[src/rtl/sid_bus_writer_if.sv]
// sid_bus_writer_if: SPI-side register-write port plus the SID bus and status lines of sid_bus_writer.
interface sid_bus_writer_if;
  logic [4:0] addr;
  logic [7:0] data;
  logic       write_en;
  logic       sid_phi2;
  logic       sid_res_n;
  logic       sid_cs_n;
  logic       sid_rw;
  logic [4:0] sid_addr;
  logic [7:0] sid_data;
  logic       fifo_full;
  logic       overflow;
  logic       busy;
  modport master (
    output addr, data, write_en,
    input  sid_phi2, sid_res_n, sid_cs_n, sid_rw, sid_addr, sid_data, fifo_full, overflow, busy
  );
  modport slave (
    input  addr, data, write_en,
    output sid_phi2, sid_res_n, sid_cs_n, sid_rw, sid_addr, sid_data, fifo_full, overflow, busy
  );
endinterface

[src/rtl/sid_bus_writer.sv]
// sid_bus_writer: FIFO-buffered SPI register writes replayed on the SID bus, one per phi2 cycle, plus SID reset.
// Define SID_REDUNDANT_FILTER_EN to drop writes whose data already matches a shadow copy of the register.
module sid_bus_writer #(
  parameter int CLK_DIV      = 8,
  parameter int FIFO_DEPTH   = 8,
  parameter int RESET_CYCLES = 16
) (
  input logic             clk,
  input logic             rst_n,
  sid_bus_writer_if.slave bus
);
  localparam int CW = $clog2(2 * CLK_DIV);
  localparam int AW = $clog2(FIFO_DEPTH);
  localparam int RW = $clog2(RESET_CYCLES + 1);
  typedef enum logic [1:0] {SIDRST, IDLE, ACTIVE} state_t;
  state_t        r_state, w_state_nxt;
  logic [CW-1:0] r_cnt, w_cnt_nxt;
  logic [RW-1:0] r_res_cnt;
  logic [AW:0]   r_count, w_count_nxt;
  logic [AW-1:0] r_wptr, r_rptr;
  logic [12:0]   r_mem [FIFO_DEPTH];
  logic          r_phi2, r_res_n, r_cs_n, r_rw, r_full, r_ovf;
  logic [4:0]    r_addr;
  logic [7:0]    r_data;
  logic          w_wrap, w_res_done, w_pop, w_push_req, w_push;

  assign w_wrap      = r_cnt == CW'(2 * CLK_DIV - 1);
  assign w_cnt_nxt   = w_wrap ? '0 : r_cnt + CW'(1);
  assign w_res_done  = r_res_cnt == RW'(RESET_CYCLES - 1);
  // Loading on the edge that takes cnt to 1 keeps cs_n low for cnt 1..2*CLK_DIV-1.
  assign w_pop       = r_state == IDLE && r_cnt == '0 && r_count != '0;
  assign w_push      = w_push_req && (r_count != (AW+1)'(FIFO_DEPTH) || w_pop);
  assign w_count_nxt = r_count + (AW+1)'(w_push) - (AW+1)'(w_pop);

`ifdef SID_REDUNDANT_FILTER_EN
  logic [7:0] r_shadow [32];
  assign w_push_req = bus.write_en && r_shadow[bus.addr] != bus.data;
  always_ff @(posedge clk or negedge rst_n) begin
    if (!rst_n) for (int i = 0; i < 32; i++) r_shadow[i] <= '0;
    else if (w_push) r_shadow[bus.addr] <= bus.data;
  end
`else
  assign w_push_req = bus.write_en;
`endif

  always_comb begin
    w_state_nxt = r_state;
    if (r_state == SIDRST) w_state_nxt = (w_wrap && w_res_done) ? IDLE : SIDRST;
    else if (r_state == IDLE) w_state_nxt = w_pop ? ACTIVE : IDLE;
    else w_state_nxt = w_wrap ? IDLE : ACTIVE;
  end

  always_ff @(posedge clk or negedge rst_n) begin
    if (!rst_n) begin
      r_state   <= SIDRST;
      r_cnt     <= '0;
      r_res_cnt <= '0;
      r_phi2    <= 1'b0;
      r_res_n   <= 1'b0;
      r_cs_n    <= 1'b1;
      r_rw      <= 1'b1;
      r_addr    <= '0;
      r_data    <= '0;
      r_wptr    <= '0;
      r_rptr    <= '0;
      r_count   <= '0;
      r_full    <= 1'b0;
      r_ovf     <= 1'b0;
    end else begin
      r_state <= w_state_nxt;
      r_cnt   <= w_cnt_nxt;
      r_phi2  <= w_cnt_nxt >= CW'(CLK_DIV);
      if (r_state == SIDRST && w_wrap) r_res_cnt <= r_res_cnt + RW'(1);
      if (r_state == SIDRST && w_state_nxt == IDLE) r_res_n <= 1'b1;
      if (w_pop) begin
        r_cs_n           <= 1'b0;
        r_rw             <= 1'b0;
        {r_addr, r_data} <= r_mem[r_rptr];
        r_rptr           <= r_rptr + AW'(1);
      end else if (r_state == ACTIVE && w_wrap) begin
        r_cs_n <= 1'b1;
        r_rw   <= 1'b1;
      end
      if (w_push) r_wptr <= r_wptr + AW'(1);
      r_count <= w_count_nxt;
      r_full  <= w_count_nxt == (AW+1)'(FIFO_DEPTH);
      r_ovf   <= r_ovf | (w_push_req & ~w_push);
    end
  end

  always_ff @(posedge clk) begin
    if (w_push) r_mem[r_wptr] <= {bus.addr, bus.data};
  end

  assign bus.sid_phi2  = r_phi2;
  assign bus.sid_res_n = r_res_n;
  assign bus.sid_cs_n  = r_cs_n;
  assign bus.sid_rw    = r_rw;
  assign bus.sid_addr  = r_addr;
  assign bus.sid_data  = r_data;
  assign bus.fifo_full = r_full;
  assign bus.overflow  = r_ovf;
  assign bus.busy      = r_state != IDLE || r_count != '0;
endmodule

[src/flat_wrapper.sv]
// flat-port wrapper written by rule: the top's interface ports become plain ports
module sid_bus_writer_flat 
#(
  parameter int CLK_DIV      = 8,
  parameter int FIFO_DEPTH   = 8,
  parameter int RESET_CYCLES = 16
)
  (clk, rst_n, bus_addr, bus_data, bus_write_en, bus_sid_phi2, bus_sid_res_n, bus_sid_cs_n, bus_sid_rw, bus_sid_addr, bus_sid_data, bus_fifo_full, bus_overflow, bus_busy);
  sid_bus_writer_if bus_i ();
  input logic clk;
  input logic rst_n;
  input wire logic [$bits(bus_i.addr)-1:0] bus_addr;
  input wire logic [$bits(bus_i.data)-1:0] bus_data;
  input wire logic [$bits(bus_i.write_en)-1:0] bus_write_en;
  output wire logic [$bits(bus_i.sid_phi2)-1:0] bus_sid_phi2;
  output wire logic [$bits(bus_i.sid_res_n)-1:0] bus_sid_res_n;
  output wire logic [$bits(bus_i.sid_cs_n)-1:0] bus_sid_cs_n;
  output wire logic [$bits(bus_i.sid_rw)-1:0] bus_sid_rw;
  output wire logic [$bits(bus_i.sid_addr)-1:0] bus_sid_addr;
  output wire logic [$bits(bus_i.sid_data)-1:0] bus_sid_data;
  output wire logic [$bits(bus_i.fifo_full)-1:0] bus_fifo_full;
  output wire logic [$bits(bus_i.overflow)-1:0] bus_overflow;
  output wire logic [$bits(bus_i.busy)-1:0] bus_busy;
  assign bus_i.addr = bus_addr;
  assign bus_i.data = bus_data;
  assign bus_i.write_en = bus_write_en;
  assign bus_sid_phi2 = bus_i.sid_phi2;
  assign bus_sid_res_n = bus_i.sid_res_n;
  assign bus_sid_cs_n = bus_i.sid_cs_n;
  assign bus_sid_rw = bus_i.sid_rw;
  assign bus_sid_addr = bus_i.sid_addr;
  assign bus_sid_data = bus_i.sid_data;
  assign bus_fifo_full = bus_i.fifo_full;
  assign bus_overflow = bus_i.overflow;
  assign bus_busy = bus_i.busy;
  sid_bus_writer #(.CLK_DIV(CLK_DIV), .FIFO_DEPTH(FIFO_DEPTH), .RESET_CYCLES(RESET_CYCLES)) u_core (.clk(clk), .rst_n(rst_n), .bus(bus_i));
endmodule
[config.mk]
export PLATFORM = sky130hd
export DESIGN_NAME = sid_bus_writer_flat
export DESIGN_NICKNAME = d
export VERILOG_FILES = /design/src/rtl/sid_bus_writer_if.sv /design/src/rtl/sid_bus_writer.sv /design/src/flat_wrapper.sv
export SDC_FILE = /design/constraint.sdc
export NUM_CORES = 1
export LEC_CHECK = 0
export CAP_MARGIN = 20
export CORE_UTILIZATION = 58
export DETAILED_ROUTE_END_ITERATION = 16
export PLACE_DENSITY = 0.89
export SLEW_MARGIN = 20
export SYNTH_ARGS = -nofsm -noshare
export SYNTH_HDL_FRONTEND = slang
export SYNTH_SLANG_ARGS = --single-unit
[constraint.sdc]
create_clock -name clk -period 4 [get_ports clk]
set_clock_uncertainty 0.15 [all_clocks]
set_input_delay 0.4 -clock clk [delete_from_list [all_inputs] [get_ports clk]]
set_output_delay 0.4 -clock clk [all_outputs]
set_load 0.05 [all_outputs]
Word-level counts from Yosys, hierarchy flattened
Memory sizes are Yosys's and may differ from the RTL's. A register that Yosys moved wholly into a read port is not among the register bits.
Index checks and enable logic that the tools add are counted.
{ "op_classes": {"add_sub_neg": 6, "magnitude_cmp": 1, "eq_ne": 8, "muxes": 10, "bitwise_logic": 3, "reduce_logical": 14} }
{ "ops": {"columns": ["cell", "count"], "rows": [
  ["== test 4 bit, second input constant", 2],
  ["2-to-1 mux 2 bit", 4],
  ["logical AND 1 bit", 7],
  ["adder 3 x 1 -> 3 bit, second input constant", 2],
  ["adder 5 x 1 -> 5 bit, second input constant", 1],
  ["== test 5 x 4 -> 1 bit, second input constant", 1],
  ["2-to-1 mux 1 bit", 5],
  ["adder 4 x 1 -> 4 bit", 1],
  ["adder 4 x 1 -> 4 bit, second input constant", 1],
  ["== test 2 x 1 -> 1 bit, second input constant", 2],
  ["greater-or-equal comparator 4 bit, second input constant", 1],
  ["logical NOT 4 bit", 1],
  ["2-to-1 mux 4 bit", 1],
  ["inequality test 4 bit, second input constant", 1],
  ["nonzero test 4 bit", 1],
  ["subtractor 4 x 1 -> 4 bit", 1],
  ["== test 2 bit, second input constant", 1],
  ["logical NOT 2 bit", 1],
  ["logical OR 1 bit", 2],
  ["inequality test 2 x 1 -> 1 bit, second input constant", 1],
  ["nonzero test 2 bit", 1],
  ["AND 1 bit", 1],
  ["logical NOT 1 bit", 1],
  ["inverter 1 bit", 1],
  ["bitwise OR 1 bit", 1]
]} }
{ "word_totals": {"register_bits": 26, "mem_bits_rw": 104, "in_bits": 16, "output_inout_bits": 20, "n_memories": 1} }
{ "mem_list": {"columns": ["memory", "words", "word_bits", "read_ports", "rd_ports_with_merged_regs", "wr", "line_no", "source"], "rows": [
  ["u_core.r_mem", 8, 13, 1, 1, 1, "sid_bus_writer.sv:21", "logic [12:0] r_mem [FIFO_DEPTH];"]
]} }

Logic depth before layout (Yosys ltp)
{ "depth": {"ltp_word": 8, "ltp_mapped": 12, "depth_no_buf": 12} }

Least setup slack after synthesis
Ideal clock, no wire load.
{ "synth_path": {"kind": "register to register", "start": "register u_core.r_cnt[0]", "end": "memory u_core.r_mem[0][0], enable pin", "setup_time_ns": 0.417, "t_arrival_ns": 2.671, "t_required_ns": 3.433, "setup_slack_ns": 0.762, "stages_incl_launch_ff": 6, "synth_period_minus_slack_ns": 3.238, "cell_sequence": "dfrtp_1 inv_1 ha_1 or3b_4 o311a_1 nor4_1"} }
{ "synth_between": {"elab_chain_len": 7} }
{ "synth_lines": {"columns": ["element", "line_no", "source"], "rows": [
  ["start: declaration", "sid_bus_writer.sv:17", "logic [CW-1:0] r_cnt, w_cnt_nxt;"],
  ["start signal: assignment", "sid_bus_writer.sv:71", "r_cnt <= w_cnt_nxt;"],
  ["logical NOT 4 bit", "sid_bus_writer.sv:31", "assign w_pop = r_state == IDLE && r_cnt == '0 && r_count != '0;"],
  ["logical AND 1 bit (2 in series)", "sid_bus_writer.sv:31", null],
  ["logical OR 1 bit", "sid_bus_writer.sv:32", "assign w_push = w_push_req && (r_count != (AW+1)'(FIFO_DEPTH) || w_pop);"],
  ["logical AND 1 bit", "sid_bus_writer.sv:32", null],
  ["2-to-1 mux 1 bit", "sid_bus_writer.sv:92", "if (w_push) r_mem[r_wptr] <= {bus.addr, bus.data};"],
  ["2-to-1 mux 1 bit (not written as such)", "sid_bus_writer.sv:92", null],
  ["end: declaration", "sid_bus_writer.sv:21", null]
]} }
No other way between the ends.

Final worst setup path
{ "layout_path": {"start": "register u_core.r_cnt[1]", "end": "register u_core.r_full, in the netlist u_core.bus.fifo_full"} }
{ "layout_between": {"elab_chain_len": 8} }
{ "layout_lines": {"columns": ["element", "line_no", "source"], "rows": [
  ["logical NOT 4 bit *", "sid_bus_writer.sv:31", null],
  ["logical AND 1 bit * (2 in series)", "sid_bus_writer.sv:31", null],
  ["net u_core.w_pop", "sid_bus_writer.sv:25", "logic w_wrap, w_res_done, w_pop, w_push_req, w_push;"],
  ["logical OR 1 bit", "sid_bus_writer.sv:32", null],
  ["logical AND 1 bit", "sid_bus_writer.sv:32", null],
  ["adder 4 x 1 -> 4 bit", "sid_bus_writer.sv:33", "assign w_count_nxt = r_count + (AW+1)'(w_push) - (AW+1)'(w_pop);"],
  ["subtractor 4 x 1 -> 4 bit *", "sid_bus_writer.sv:33", null],
  ["net u_core.w_count_nxt[3]", "sid_bus_writer.sv:19", "logic [AW:0] r_count, w_count_nxt;"],
  ["== test 4 bit *", "sid_bus_writer.sv:86", "r_full <= w_count_nxt == (AW+1)'(FIFO_DEPTH);"],
  ["end signal: assignment", "sid_bus_writer.sv:86", null],
  ["end: declaration", "sid_bus_writer.sv:22", "logic r_phi2, r_res_n, r_cs_n, r_rw, r_full, r_ovf;"]
]} }
The timed path passes the listed nets; every way through them passes the cells marked *.
A chain may end at the register's enable or synchronous reset.

==> run metrics <==
outcome=finished clean; Fill cells=555; Slew Limit Fails=0; Post-Layout Inst Area=slightly below 7000 um2; Critical Path AT=between 3000 and 4000 ps; Sequential Power Share=slightly below 50%; share of synthesized registers carrying an async set or reset=27.3%; hold buffer count at CTS=1; register area=4100 um2; power per cell area=roughly 570 nW/um2; Die H=between 100 and 150 um; Syn Area/Cell=~18 um2; Initial Utilization=about three fifths; total negative slack=0 ps; Vias/cell=between 5 and 6; R2R Path Start=u_core.r_cnt[1]; largest net degree at the start of global routing=40; Vias=about 2900; RSZ-0062 raised after global routing=no; layout net count=slightly below 400; clk sinks=between 100 and 150; layout cell share with drive strength beyond 1=about 22%; Cell Area, Placed=between 6000 and 7000 um2; EDFF count, synth=104; Main synth FF type=edfxtp_1; routability cong.=0.758; Clock Latency Late Sink=520 ps; Worst setup SP type=register; CP max stage delay=around 500 ps; Layout area overhead=19.6%; final hold vios=0; Buffers & Inverters on Critical Path=3; # IOs=36; Total Routed Length=just over 10 mm; multi-input logic area=between 1000 and 1500 um2; post-synthesis cell count=between 300 and 400; Max Clk Rate=288 MHz; Die Wd=slightly above 100 um; Clock Root Buffer=clkbuf_8; Initial DRC Count=114; P_sw=roughly 1.0 mW; full die area=about 10000 um2; distinct cell type count of the synthesized netlist=39; CP Max Fanout=30; critical path's slowest cell=or3_4; period utilisation layout=around 87%; Clk pwr share=between 30% and 40%; Synth warnings=0; final setup fails=0; drt wl/cell=between 20 and 25 um; crit path capture type=register; IO Port Bufs=35; Final Util=72.6%; sequential fraction of the synthesis area=between 70% and 80%; Tightest Hold Check Type=register to register; Fin Hold WS=about 310 ps; H-tree depth=4; DP HPWL=approximately 6.1 mm; GRT Residual Overflow=0; worst endpoint required time=around 4300 ps; Inserted Diodes=0; max_cap viols=0; Syn Nets=340; Finished Layout Cells=around 500; initial antenna violation count=0; Setup Buffers After CTS=0; GRT Util Overall=around 23%; CTS Buf Count=17; slew margin rel.=a little over 40%; Lkg Pwr=2.41 nW; clk slew on worst S/H paths=60 ps; combinational fraction of design power=13.4%; pre-CTS WS=around 580 ps; Post-CTS Resized=0; Pint=approximately 2.9 mW; num rows=35; Worst Setup SP=u_core.r_cnt[1]; Post-Synthesis Cell Area=~5700 um2; sw frac=between 20% and 30%; WS Path Type=register to register; remaining antenna violation count=0; placed cells=~470; number of synthesized register bits=143; clk buf depth=2; final routed DRC violation total=0; Hold Startpoint=u_core.bus.sid_res_n; first-pass GRT wire length=16.1 mm; worst-margin pin slew=about 880 ps; vias in the first global route=3063; fin crit period=between 3000 and 4000 ps; First-pass DRT Iterations=4; Core Region=around 9300 um2; CTS tree=done; setup ws final=around 520 ps; Max VDD drop=between 500 and 600 uV; delay-heaviest family, CP=simple AND/OR/NAND/NOR gates; total power=3.88 mW; critical-path cell list=inv_1 > ha_1 > or3b_4 > or3_4 > inv_1 > ha_1 > inv_1 > ha_1 > a21o_1 > a21oi_1 > xor2_1 > nor4b_1
==> cells in the final DEF, fill, tap and decap left out, types with 3 or more instances in the layout <==
| cell type | instances |
|---|---|
| mux2i_1 | 14 |
| xor2_1 | 3 |
| buf_4 | 11 |
| nand3_1 | 3 |
| inv_1 | 15 |
| ha_1 | 12 |
| xnor2_1 | 7 |
| mux4_2 | 26 |
| edfxtp_1 | 104 |
| inv_8 | 3 |
| clkinv_4 | 3 |
| dfrtp_1 | 37 |
| a21oi_1 | 4 |
| clkdlybuf4s50_1 | 34 |
| nor2_1 | 7 |
| nand2_1 | 22 |
| inv_6 | 4 |
| clkbuf_16 | 16 |
| a21o_1 | 3 |
| o21ai_1 | 8 |
| o21ai_0 | 6 |
==> power groups by stage <==
stage	sequential [mW]	clock [mW]	combinational (mW)
after global routing	1.91	1.56	0.562
after detailed placement	1.92	0	0.517
final	1.89	1.47	0.520
after global placement	1.90	0	0.483
after CTS	1.89	1.49	0.526
after floorplan	1.90	0	0.316
==> state kept, by name (all words and copies together), names as in the netlist <==
name / count
u_core.r_rptr: 3
u_core.bus.sid_res_n: 1
u_core.bus.fifo_full: 1
u_core.r_wptr: 3
u_core.r_state: 2
u_core.bus.sid_addr: 5
u_core.bus.sid_cs_n: 1
u_core.r_mem: 104
u_core.r_cnt: 4
u_core.r_count: 4
u_core.r_res_cnt: 5
u_core.bus.overflow: 1
u_core.bus.sid_phi2: 1
u_core.bus.sid_data: 8
==> metal layers <==
metal	up-vias	part of all wire, %	global-route usage (%)
li1	1302	-	-
met1	1484	39	27.3
met2	82	54	40.0
met3	20	5.2	7.42
met4	0	1.5	7.47
met5	-	0	0
==> cells in the mapped netlist (all sizes together), types with 3 or more instances <==
master	number	share of area, %
nor3	3	0.27
nor2	7	0.46
ha	12	2.7
nand3	3	0.27
mux2i	14	2.5
nand2	23	1.7
xnor2	7	1.1
edfxtp	104	55
o21ai	14	1.2
xor2	3	0.46
dfrtp	38	17
buf	11	1.2
inv	15	0.99
a21o	3	0.40
mux4	26	10
a21oi	4	0.35
==> final cells by class <==
class	instances	share of cell area, %
clock buffers	17	6.12
clock inverters	15	2.22
inverters	15	0.832
multi-input cells	140	21.4
flip-flops and latches	143	60.6
well taps	129	2.38
repair buffers	47	6.47
==> cell families (layout without fill, tap and decap cells) <==
group / Yosys count / count (layout) / share of synthesized area [%]
AO/OA/AOI/OAI: 27 / 27 / 3.16
XOR/XNOR: 10 / 10 / 1.55
adder cells (fa/ha/maj): 13 / 13 / 3.00
buffers and inverters: 28 / 94 / 2.41
flip-flops: 143 / 143 / 72.4
multiplexers: 42 / 42 / 13.2
AND/OR/NAND/NOR: 48 / 48 / 4.26
==> worst paths after layout <==
kind | slack (ps) | cells after the start | endpoint
min in group asynchronous | 380 | 2 | u_core.r_cnt[1]
max in group asynchronous | 2730 | 2 | u_core.r_rptr[1]
setup reg to reg | 520 | 12 | u_core.bus.fifo_full
hold reg to reg | 310 | 1 | u_core.bus.sid_res_n
setup / recovery | 520 | 12 | u_core.bus.fifo_full
hold / removal | 310 | 1 | u_core.bus.sid_res_n
Power figures use the tool's default switching activity.
